<file path="src/rtl/micron_pkg.sv">
// Shared constants and state encoding for the ADC page streamer.
package micron_pkg;

  localparam logic [7:0]  SYNC0_DEFAULT  = 8'hAA;
  localparam logic [7:0]  SYNC1_DEFAULT  = 8'h55;
  localparam int unsigned BYTES_PER_WORD = 6;
  localparam int unsigned HDR_BYTES      = 3;

  typedef enum logic [2:0] {
    StIdle,
    StHdr0,
    StHdr1,
    StHdr2,
    StRd,
    StWait,
    StByte,
    StNext
  } stream_state_e;

endpackage

</file>
<file path="src/rtl/cdc_sync_edge.sv">
// Two-flop synchroniser for a slow level from another clock domain, plus a
// one-cycle pulse whenever the synchronised level changes.
module cdc_sync_edge (
  input  logic clk_i,
  input  logic rst_ni,
  input  logic d_i,
  output logic level_o,
  output logic pulse_o
);

  logic meta_q, sync_q, prev_q;

  // Synchroniser chain and a delayed copy for change detection.
  always_ff @(posedge clk_i or negedge rst_ni) begin
    if (!rst_ni) begin
      meta_q <= 1'b0;
      sync_q <= 1'b0;
      prev_q <= 1'b0;
    end else begin
      meta_q <= d_i;
      sync_q <= meta_q;
      prev_q <= sync_q;
    end
  end

  assign level_o = sync_q;
  assign pulse_o = sync_q ^ prev_q;

endmodule

</file>
<file path="src/rtl/adc_page_streamer.sv">
// Streams completed ADC RAM pages as framed bytes: SYNC0, SYNC1, seq, then
// each 48-bit word big-endian. One extra page may queue behind the active one.
module adc_page_streamer
  import micron_pkg::*;
#(
  parameter int unsigned WORDS_PER_PAGE = 128,
  parameter int unsigned RAM_LAT        = 2,
  parameter logic [7:0]  SYNC0          = SYNC0_DEFAULT,
  parameter logic [7:0]  SYNC1          = SYNC1_DEFAULT
) (
  input  logic        usb_clock,
  input  logic        m_reset,
  input  logic        enable,
  input  logic        adc_ram_block,
  input  logic [47:0] adc_ram_rd_data,
  output logic [7:0]  adc_ram_rd_addr,
  output logic [7:0]  tx_data,
  output logic        tx_valid,
  input  logic        tx_ready,
  output logic        busy,
  output logic        overrun,
  input  logic        clr_overrun
);

  stream_state_e state_q;
  logic [7:0]    addr_q, tx_data_q, seq_q;
  logic          tx_valid_q, busy_q, overrun_q;
  logic          pending_q, pend_page_q, page_q;
  logic [6:0]    word_idx_q;
  logic [3:0]    wait_cnt_q;
  logic [2:0]    byte_cnt_q;
  logic [47:0]   sreg_q;

  logic blk_level, blk_pulse;
  logic page_ready, ready_page;
  logic hs, last_word, frame_end;
  logic start_new, start_pend, start_frame, start_page, ovr_evt;

  cdc_sync_edge u_blk_sync (
    .clk_i   (usb_clock),
    .rst_ni  (m_reset),
    .d_i     (adc_ram_block),
    .level_o (blk_level),
    .pulse_o (blk_pulse)
  );

  // The page just finished is the one the receiver has moved away from.
  assign page_ready = blk_pulse & enable;
  assign ready_page = ~blk_level;

  assign hs        = tx_valid_q & tx_ready;
  assign last_word = (word_idx_q == 7'(WORDS_PER_PAGE - 1));
  assign frame_end = (state_q == StNext) & last_word;

  // A fresh page_ready at frame end with nothing queued starts immediately
  // rather than being parked as pending.
  assign start_new   = page_ready & ((state_q == StIdle) | (frame_end & ~pending_q));
  assign start_pend  = frame_end & pending_q;
  assign start_frame = start_new | start_pend;
  assign start_page  = start_new ? ready_page : pend_page_q;
  assign ovr_evt     = page_ready & pending_q;

  // Streamer FSM with registered outputs and page scheduling.
  always_ff @(posedge usb_clock or negedge m_reset) begin
    if (!m_reset) begin
      state_q     <= StIdle;
      addr_q      <= 8'h00;
      tx_data_q   <= 8'h00;
      tx_valid_q  <= 1'b0;
      busy_q      <= 1'b0;
      overrun_q   <= 1'b0;
      seq_q       <= 8'h00;
      pending_q   <= 1'b0;
      pend_page_q <= 1'b0;
      page_q      <= 1'b0;
      word_idx_q  <= 7'd0;
      wait_cnt_q  <= 4'd0;
      byte_cnt_q  <= 3'd0;
      sreg_q      <= 48'h0;
    end else begin
      // A new loss event wins over a simultaneous clear.
      overrun_q <= (overrun_q & ~clr_overrun) | ovr_evt;
      if (!enable) begin
        state_q    <= StIdle;
        tx_valid_q <= 1'b0;
        busy_q     <= 1'b0;
        pending_q  <= 1'b0;
        seq_q      <= 8'h00;
        word_idx_q <= 7'd0;
      end else begin
        if (start_frame) begin
          state_q    <= StHdr0;
          page_q     <= start_page;
          word_idx_q <= 7'd0;
          tx_data_q  <= SYNC0;
          tx_valid_q <= 1'b1;
          busy_q     <= 1'b1;
        end else begin
          unique case (state_q)
            StIdle: ;
            StHdr0: if (hs) begin
              tx_data_q <= SYNC1;
              state_q   <= StHdr1;
            end
            StHdr1: if (hs) begin
              tx_data_q <= seq_q;
              state_q   <= StHdr2;
            end
            StHdr2: if (hs) begin
              tx_valid_q <= 1'b0;
              addr_q     <= {page_q, word_idx_q};
              state_q    <= StRd;
            end
            StRd: begin
              wait_cnt_q <= 4'd0;
              state_q    <= StWait;
            end
            StWait: begin
              if (wait_cnt_q == 4'(RAM_LAT - 1)) begin
                sreg_q     <= adc_ram_rd_data;
                tx_data_q  <= adc_ram_rd_data[47:40];
                tx_valid_q <= 1'b1;
                byte_cnt_q <= 3'd0;
                state_q    <= StByte;
              end else begin
                wait_cnt_q <= wait_cnt_q + 4'd1;
              end
            end
            StByte: if (hs) begin
              if (byte_cnt_q == 3'(BYTES_PER_WORD - 1)) begin
                tx_valid_q <= 1'b0;
                state_q    <= StNext;
              end else begin
                tx_data_q  <= sreg_q[39:32];
                sreg_q     <= {sreg_q[39:0], 8'h00};
                byte_cnt_q <= byte_cnt_q + 3'd1;
              end
            end
            StNext: begin
              if (last_word) begin
                busy_q  <= 1'b0;
                state_q <= StIdle;
              end else begin
                word_idx_q <= word_idx_q + 7'd1;
                addr_q     <= {page_q, word_idx_q + 7'd1};
                state_q    <= StRd;
              end
            end
            default: state_q <= StIdle;
          endcase
        end
        if (frame_end) seq_q <= seq_q + 8'd1;
        if (start_pend) pending_q <= 1'b0;
        // Queue (or replace) the next page; this overrides the clear above.
        if (page_ready && !start_new) begin
          pending_q   <= 1'b1;
          pend_page_q <= ready_page;
        end
      end
    end
  end

  assign adc_ram_rd_addr = addr_q;
  assign tx_data         = tx_data_q;
  assign tx_valid        = tx_valid_q;
  assign busy            = busy_q;
  assign overrun         = overrun_q;

endmodule
</file>
<file path="config.mk">
export PLATFORM = sky130hd
export DESIGN_NAME = adc_page_streamer
export DESIGN_NICKNAME = d
export VERILOG_FILES = /design/src/rtl/micron_pkg.sv /design/src/rtl/cdc_sync_edge.sv /design/src/rtl/adc_page_streamer.sv
export SDC_FILE = /design/constraint.sdc
export NUM_CORES = 1
export LEC_CHECK = 0
export BUFFER_PORTS_ARGS = -buffer_cell sky130_fd_sc_hd__buf_2
export CAP_MARGIN = 5
export CORE_UTILIZATION = 40
export DETAILED_ROUTE_END_ITERATION = 6
export PLACE_DENSITY = 0.6
export SYNTH_ARGS = -nofsm -noshare
export SYNTH_HDL_FRONTEND = slang
export SYNTH_SLANG_ARGS = --single-unit
</file>
<file path="constraint.sdc">
create_clock -name usb_clock -period 4.9 [get_ports usb_clock]
set_input_delay 0.98 -clock usb_clock [delete_from_list [all_inputs] [get_ports usb_clock]]
set_output_delay 0.98 -clock usb_clock [all_outputs]
set_load 0.01 [all_outputs]
</file>
Word level (Yosys, flattened, before mapping)
Index checks and enable logic that the tools add are counted.
{ "word_totals": {"register_bits": 90, "in_bits": 54, "out_inout_bits": 19, "wordCells": 139} }
{ "classes": {"add_sub_neg": 4, "n_eq_ne": 34, "mux": 51, "bitwise": 16, "n_reduce_logical": 17} }
{ "op_table": {"columns": ["op", "n"], "rows": [
  ["2-to-1 mux 40 bit", 3],
  ["2-to-1 mux 8 bit", 10],
  ["case mux 40 bit (2 select lines)", 1],
  ["2-to-1 mux 3 bit", 12],
  ["case mux 8 bit (4 select lines)", 1],
  ["2-to-1 mux 7 bit", 4],
  ["inequality test 4 bit, second input constant", 6],
  ["case mux 3 bit (7 select lines)", 1],
  ["case mux 8 bit (2 select lines)", 1],
  ["equality test 3 bit, second input constant", 5],
  ["inequality test 3 bit, second input constant", 5],
  ["2-to-1 mux 1 bit", 14],
  ["AND reduction 7 bit", 2],
  ["inequality test 2 bit, second input constant", 6],
  ["AND reduction 5 bit", 2],
  ["inequality test 3 x 1 -> 1 bit, second input constant", 3],
  ["inequality test 9 x 1 -> 1 bit, second input constant", 1],
  ["adder 8 x 1 -> 8 bit, second input constant", 1],
  ["bitwise AND 1 bit", 8],
  ["case mux 4 bit (2 select lines)", 1],
  ["AND reduction 2 bit", 4],
  ["adder 7 x 1 -> 7 bit, second input constant", 1],
  ["equality test 7 bit, second input constant", 1],
  ["equality test 3 x 2 -> 1 bit, second input constant", 2],
  ["other kinds (20)", 27]
]} }

Longest topological paths before layout
Gate-level depths: netlist of run 1.
{ "depth": {"word_depth": 9, "depth_mapped": 9, "ltp_nobuf": 7} }

Modules after synthesis
A second synthesis of run 1 with hierarchy kept.
{ "hier_totals": {"hier_cells": 469, "area_unflattened_um2": 4578.1} }
{ "by_module_without_submodules": {"columns": ["mod", "instances", "cells_per_inst", "area_per_inst_um2", "seq_area_each_um2"], "rows": [
  ["adc_page_streamer", 1, 465, 4494.3, 2177.1],
  ["cdc_sync_edge", 1, 4, 83.8, 75.1]
]} }

Worst setup path before layout of run 1
No wires, ideal clock.
{ "synth_timing": {"path_type": "input -> register", "start": "input port tx_ready", "end": "register sreg_q[36]", "setup_ns": 0.083, "arrival_time_ns": 2.075, "t_required_ns": 4.817, "slack_ns": 2.743, "cell_stages": 8, "path_buffers": 3, "cell_sequence": "and2_1 -> buf_2 -> and3_1 -> o211ai_2 -> buf_6 -> buf_2 -> nand2_1 -> o21ai_0"} }
{ "synth_between": {"elab_chain_cells": 3} }
{ "synth_rtl": {"columns": ["item", "line_no", "source"], "rows": [
  ["start, declared", "adc_page_streamer.sv:19", "input logic tx_ready,"],
  ["bitwise AND 1 bit", "adc_page_streamer.sv:51", "assign hs = tx_valid_q & tx_ready;"],
  ["inequality test 2 bit (no line)", null, null],
  ["AND reduction 6 bit (no line)", null, null],
  ["end signal, assigned", "adc_page_streamer.sv:120", "sreg_q <= adc_ram_rd_data;"],
  ["end signal, assigned", "adc_page_streamer.sv:135", "sreg_q <= {sreg_q[39:0], 8'h00};"],
  ["end, declared", "adc_page_streamer.sv:32", "logic [47:0] sreg_q;"]
]} }
Every way passes these cells.
A chain may end at the register's enable or synchronous reset.

Worst setup path after layout of run 1
{ "layout_timing": {"start": "register state_q[1]", "end": "register byte_cnt_q[1]"} }
{ "layout_between": {"elab_chain_cells": 8, "word_cells_on_any_way": 17, "classes_between": "eq/ne (6); mux (1); bitwise (7); reduce/logical (3)"} }
{ "layout_rtl": {"columns": ["item", "line_no", "source"], "rows": [
  ["start, declared", "adc_page_streamer.sv:25", "stream_state_e state_q;"],
  ["start signal, assigned", "adc_page_streamer.sv:66", "state_q <= StIdle;"],
  ["start signal, assigned", "adc_page_streamer.sv:84", "state_q <= StIdle;"],
  ["start signal, assigned", "adc_page_streamer.sv:92", "state_q <= StHdr0;"],
  ["equality test 3 bit", "adc_page_streamer.sv:53", "assign frame_end = (state_q == StNext) & last_word;"],
  ["bitwise AND 1 bit", "adc_page_streamer.sv:53", null],
  ["bitwise AND 1 bit", "adc_page_streamer.sv:57", "assign start_new = page_ready & ((state_q == StIdle) | (frame_end & ~pending_q));"],
  ["OR 1 bit", "adc_page_streamer.sv:57", null],
  ["bitwise AND 1 bit", "adc_page_streamer.sv:57", null],
  ["OR 1 bit", "adc_page_streamer.sv:59", "assign start_frame = start_new | start_pend;"],
  ["inverter 1 bit (no line)", null, null],
  ["AND reduction 6 bit (no line)", null, null],
  ["end signal, assigned", "adc_page_streamer.sv:136", "byte_cnt_q <= byte_cnt_q + 3'd1;"],
  ["end, declared", "adc_page_streamer.sv:31", "logic [2:0] byte_cnt_q;"]
]} }
Parallel ways exist; a longest one is shown, timed or not.

==> results of run 1 <==
-- synthesized netlist by cell type (2+ instances only) --
master / count / area [µm²]
nand3b_1: 2 / 15.01
mux2_2: 2 / 22.52
nand2_1: 80 / 300.3
a22oi_1: 7 / 52.55
or3b_1: 2 / 17.52
and2_1: 3 / 18.77
buf_2: 16 / 80.08
nor3b_1: 2 / 15.01
nor2_1: 35 / 131.4
a21oi_1: 14 / 70.07
o21ai_0: 52 / 260.3
or3_1: 3 / 18.77
a31oi_1: 3 / 18.77
clkbuf_1: 9 / 33.78
mux2i_1: 34 / 340.3
dfrtp_1: 90 / 2252
and3_1: 4 / 25.02
nand2b_1: 3 / 18.77
o21ai_1: 3 / 15.01
o21a_1: 2 / 15.01
ha_1: 6 / 75.07
xor2_1: 8 / 70.07
o211ai_1: 5 / 37.54
inv_1: 6 / 22.52
nor3_1: 4 / 20.02
xnor2_1: 6 / 52.55
o22ai_1: 5 / 31.28
nor4_1: 2 / 12.51
nand4_1: 5 / 31.28
a22o_1: 4 / 35.03
o31ai_1: 2 / 15.01
nand3_1: 19 / 95.09
-- cell families after synthesis --
group           Yosys count  synth area share, %
buf+inv                  33                3.477
flops                    90                50.48
mux                      36                8.132
compound gates          111                15.65
simple gates            172                17.84
fa+ha+maj                 6                1.683
xor+xnor                 14                2.748
-- sequential cells by signal (all words and copies together) (netlist names), 3 cells and up --
register         count
sreg_q              40
adc_ram_rd_addr      8
seq_q                8
tx_data              8
word_idx_q           7
wait_cnt_q           4
byte_cnt_q           3
state_q              3
-- per-layer routing --
layer	up-vias	track usage [%]
met5	-	0
met4	0	6.360
met3	9	4.903
met2	66	31.27
met1	1665	22.92
li1	1744	-
-- worst max path at each step --
stage | startpoint | to | slack [ns] | cells past startpoint
after floorplan | tx_ready | sreg_q[36] | 2.74 | 8
after global placement | tx_ready | sreg_q[16] | 1.95 | 6
after detailed placement | tx_ready | sreg_q[26] | 1.86 | 6
after CTS | state_q[1] | byte_cnt_q[1] | 2.10 | 4
after global routing | state_q[1] | byte_cnt_q[1] | 1.84 | 4
final | state_q[1] | byte_cnt_q[1] | 2.10 | 4
-- final cells by class --
type	count	share of cell area (%)
inverter	6	0.4409
clock inverter	7	1.788
timing repair buffer	74	7.397
clock buffer	9	2.425
tap	140	3.429
sequential	90	44.09
multi-input combinational	339	40.44
-- power by group through the flow --
stage	clock (mW)	sequential, mW	combinational [mW]
5_1_grt	0.592	0.800	0.162
6_report	0.547	0.795	0.143
3_3_place_gp	0	0.810	0.142
2_1_floorplan	0	0.813	0.0663
4_1_cts	0.560	0.795	0.145
3_5_place_dp	0	0.809	0.146
==> flow_summary.yaml, run 1 <==
layout:
  fill_cells: 1061
  instances_no_fill: 665
  ff_latch_area_um2: 2252
  nNetsFinal: 580
  multi_input_area_um2: 2066
  utilization_pct: 47.13
  mostFrequentLayoutCell: "dfrtp_1"
  drive_above_1_share_pct: 19.62
  diodes: 0
  syn2layout_area_growth_pct: 14.50
  stdcell_area_um2: 5109
  layout_common_cells: "90 x dfrtp_1, 79 x nand2_1, 71 x buf_2, 52 x o21ai_0, 35 x nor2_1"
floorplanning:
  die_height_um: 107.6
  die_x_um: 107.6
  start_util_pct: 41.16
  io_pins: 73
  die-area_um2: 11580
  fp-row-count: 38
  core_area_um2: 10840
global_routing:
  grt_pass1_vias: 3522
  grt-ovfl-total: 0
  grt_pass1_wl_um: 16780
  grt_usage_pct: 18.56
  antenna_found_initial: 0
  grt_max_degree: 61
drt:
  num_vias: 3484
  routedLengthMet1_um: 4308
  first_pass_iters: 4
  met2_length_um: 4973
  drc: 0
  wl_met3_um: 488
  wl_per_cell_um: 14.87
  routed_via_density: 5.239
  antenna_left: 0
  wl_um: 9890
  top_layer_used: "met4"
  drt-initial-drc-count: 181
sta:
  relSlewSlack_pct: 21.55
  tightest_slew_ns: 1.173
  timing.fmax_ghz: 0.3565
  rsz0062_at_grt: "no"
  clock_skew_ns: 0.01550
  period_share_pct: 57.24
  fin_setup_tns_ns: 0
  whs_ns: 0.3509
  setup_viol: 0
  hold_violations: 0
  setup_ws_ns: 2.095
  slew_viol_final: 0
  post-route-min-period_ns: 2.805
clock_tree:
  cts_repair_resize_count: 0
  ctsHtreeMaxLevel: 3
  cts_buffers: 9
  clk_pin_slew_ns: 0.10
  clk_latency_ns: 0.37
  cts_tree: "done"
  cts_post_setup_buffers_inserted: 0
  hold_buffers: 0
  cts-root-buf: "clkbuf_8"
  cts_sinks: 90
  cts_buffer_depth: 2
placement:
  dpl_cell_area_um2: 4893
  gp_congestion: 0.7680
  preCtsSetupSlack_ns: 1.857
  port_buffers: 72
  hpwl_um: 6960
  placed_cells: 649
worst_setup_path:
  worstSetupStartpointType: "flop"
  path_cells: "nor2b_1 -> nand2_2 -> or3_1 -> o21ai_1"
  cp_top_family: "simple AND/OR/NAND/NOR gates"
  worstReg2RegEnd: "byte_cnt_q[1]"
  critPathMaxFanout: 43
  reg2regPathDepth: 4
  rrSetupSlack_ns: 2.10
  critical_path_buf_inv_count: 0
  crit-reg2reg-launch: "state_q[1]"
  critPathMaxStageDelay_ns: 0.82
  cp.arrival_ns: 3.09
  cpMaxStageDelayCell: "nand2_2"
  cp.required_ns: 5.19
  critPathCaptureType: "flop"
  critical_path_class: "reg -> reg"
power:
  ir_worst_vdd_uv: 158.7
  power_mw: 1.485
  swShare_pct: 26.97
  total_leakage_power_nw: 2.620
  p_sw_mw: 0.4004
  seqPwrFrac_pct: 53.5
  cellPowerDensity_nw_per_um2: 290.6
  p_comb_share_pct: 9.6
  clkPwrFrac_pct: 36.9
  internal_power_mw: 1.084
status:
  status: "finished clean"
synthesis:
  synth_cell_types: 56
  postSynthAreaPerCell_um2: 9.658
  synthArstFlopShare_pct: 100.0
  ys_ff_latch: 90
  syn_inst: 462
  synth-edff-count: 0
  ys.flop_type: "dfrtp_1"
  syn_area_um2: 4462
  syn_nets: 522
  ys_seq_area_share_pct: 50.48
  yosys_warnings: 0
hold_path:
  hp-class: "reg -> reg"
  hold_depth: 0
  hold_end: "u_blk_sync.level_o"
  worstHoldStart: "u_blk_sync.meta_q"
run:
  drv_cap: 0
No activity file was read; power rests on OpenSTA's default activity.
==> run 2: changes to the inputs <==
- clock period: 4.9 -> 2.6 ns (I/O delays scaled with it)
==> run 2 against run 1 <==
Net effect:
- clock skew down 0.0030 ns
- power rose by 85%
- critical path depth is 4 higher
- register-to-register slack worse by 1.6 ns
- final cell count increased by 1.4%
- sequential share of layout area fell by 0.80 points
- clock power rose by 78%
==> flow_summary.yaml, run 2 (synthesis results as in run 1) <==
status:
  status: "finished clean"
layout:
  mostFrequentLayoutCell: "dfrtp_1"
  largest_reg_flops: 40
  layout_common_cells: "90 x dfrtp_1, 79 x nand2_1, 71 x buf_2, 52 x o21ai_0, 35 x nor2_1"
  nNetsFinal: 589
  diodes: 0
  drive_above_1_share_pct: 20.97
  instances_no_fill: 674
  fill_cells: 1032
  syn2layout_area_growth_pct: 16.60
  top_register: "sreg_q"
power:
  total_leakage_power_nw: 2.674
  p_sw_mw: 0.7014
  seqPwrFrac_pct: 54.5
  swShare_pct: 25.47
  internal_power_mw: 2.052
  cellPowerDensity_nw_per_um2: 529.3
  clkPwrFrac_pct: 35.3
  ir_worst_vdd_uv: 267.1
  p_comb_share_pct: 10.2
clock_tree:
  cts-root-buf: "clkbuf_8"
  cts_buffer_depth: 2
  clk_pin_slew_ns: 0.09
  hold_buffers: 0
  cts_post_setup_buffers_inserted: 0
  cts_sinks: 90
  clk_latency_ns: 0.37
  cts_tree: "done"
  cts_buffers: 9
  ctsHtreeMaxLevel: 3
  cts_repair_resize_count: 0
drt:
  routed_via_density: 5.239
  drc: 0
  first_pass_iters: 4
  wl_per_cell_um: 14.56
  drt-initial-drc-count: 158
  num_vias: 3531
  antenna_left: 0
  wl_um: 9811
floorplanning:
  start_util_pct: 41.16
  die_x_um: 107.6
  fp-row-count: 38
  die-area_um2: 11580
  io_pins: 73
  die_height_um: 107.6
  core_area_um2: 10840
hold_path:
  hp-class: "in -> async"
sta:
  relSlewSlack_pct: 59.71
  hold_violations: 0
  slew_viol_final: 0
  tightest_slew_ns: 0.6044
  clock_skew_ns: 0.01254
  setup_viol: 0
  fin_setup_tns_ns: 0
  rsz0062_at_grt: "no"
  period_share_pct: 80.55
  timing.fmax_ghz: 0.4775
  setup_ws_ns: 0.5057
  post-route-min-period_ns: 2.094
placement:
  preCtsSetupSlack_ns: 0.5278
  hpwl_um: 7005
  port_buffers: 72
  gp_congestion: 0.7946
  placed_cells: 658
run:
  drv_cap: 0
worst_setup_path:
  worstSetupStartpointType: "flop"
  reg2regPathDepth: 8
  crit-reg2reg-launch: "wait_cnt_q[1]"
  cp.required_ns: 2.89
  rrSetupSlack_ns: 0.51
  critPathCaptureType: "flop"
  cp.arrival_ns: 2.38
  critPathMaxFanout: 76
  worstReg2RegEnd: "byte_cnt_q[1]"
  critical_path_class: "reg -> reg"
global_routing:
  grt_max_degree: 77
  grt-ovfl-total: 0
  grt_pass1_wl_um: 16570
  antenna_found_initial: 0
  grt_pass1_vias: 3531
  grt_usage_pct: 18.42
[run 2: worst max-delay path: stages, from the launching register on]
cell	delay, ns
dfrtp_1	0.41
inv_1	0.08
ha_1	0.16
or3b_1	0.41
nor2_2	0.21
o211ai_4	0.10
buf_12	0.22
or3_1	0.36
o21ai_1	0.07
[run 2: routing by layer]
| metal | global-route usage (%) | up-vias | part of all wire [%] |
|---|---|---|---|
| li1 | - | 1760 | - |
| met1 | 22.59 | 1662 | 43 |
| met2 | 30.72 | 95 | 50 |
| met3 | 4.661 | 14 | 5.1 |
| met4 | 7.632 | 0 | 1.9 |
| met5 | 0 | - | 0 |
[run 2: worst max path at each step]
stage	slack [ns]	startpoint	cells past startpoint	end
2_1_floorplan	0.78	wait_cnt_q[1]	8	byte_cnt_q[1]
3_3_place_gp	0.60	wait_cnt_q[1]	8	byte_cnt_q[1]
3_5_place_dp	0.53	wait_cnt_q[1]	8	byte_cnt_q[1]
4_1_cts	0.51	wait_cnt_q[1]	8	byte_cnt_q[1]
5_1_grt	0.36	state_q[1]	4	tx_data[7]
6_report	0.51	wait_cnt_q[1]	8	byte_cnt_q[1]
[run 2: metrics by stage]
| step | hold slack (ns) | util [%] | total power [mW] | cell area, µm² |
|---|---|---|---|---|
| final | 0.07687 | 47.99 | 2.753 | 5202 |
| after floorplan | 0.2244 | - | 1.657 | 4462 |
| after detailed placement | 0.3347 | 46.11 | 1.814 | 4999 |
| after CTS | 0.08496 | 47.99 | 2.795 | 5202 |
| after global placement | 0.3325 | 46.11 | 1.806 | 4999 |
| after global routing | 0.09291 | 47.99 | 2.878 | 5202 |
[run 2: power groups by stage]
stage / clock (mW) / combinational (mW) / sequential, mW
6_report: 0.973 / 0.280 / 1.50
5_1_grt: 1.05 / 0.314 / 1.51
4_1_cts: 1.01 / 0.287 / 1.50
3_5_place_dp: 0 / 0.286 / 1.53
3_3_place_gp: 0 / 0.279 / 1.53
2_1_floorplan: 0 / 0.125 / 1.53
[run 2: area by class of cell]
type                            count  area [µm²]  share of cell area [%]
Tap cell                          140       175.2                   3.367
Multi-Input combinational cell    339        2066                   39.71
Clock inverter                      6       66.31                   1.275
Clock buffer                       10       137.6                   2.646
Inverter                            6       22.52                  0.4329
Sequential cell                    90        2252                   43.29
Timing Repair Buffer               83       483.0                   9.283
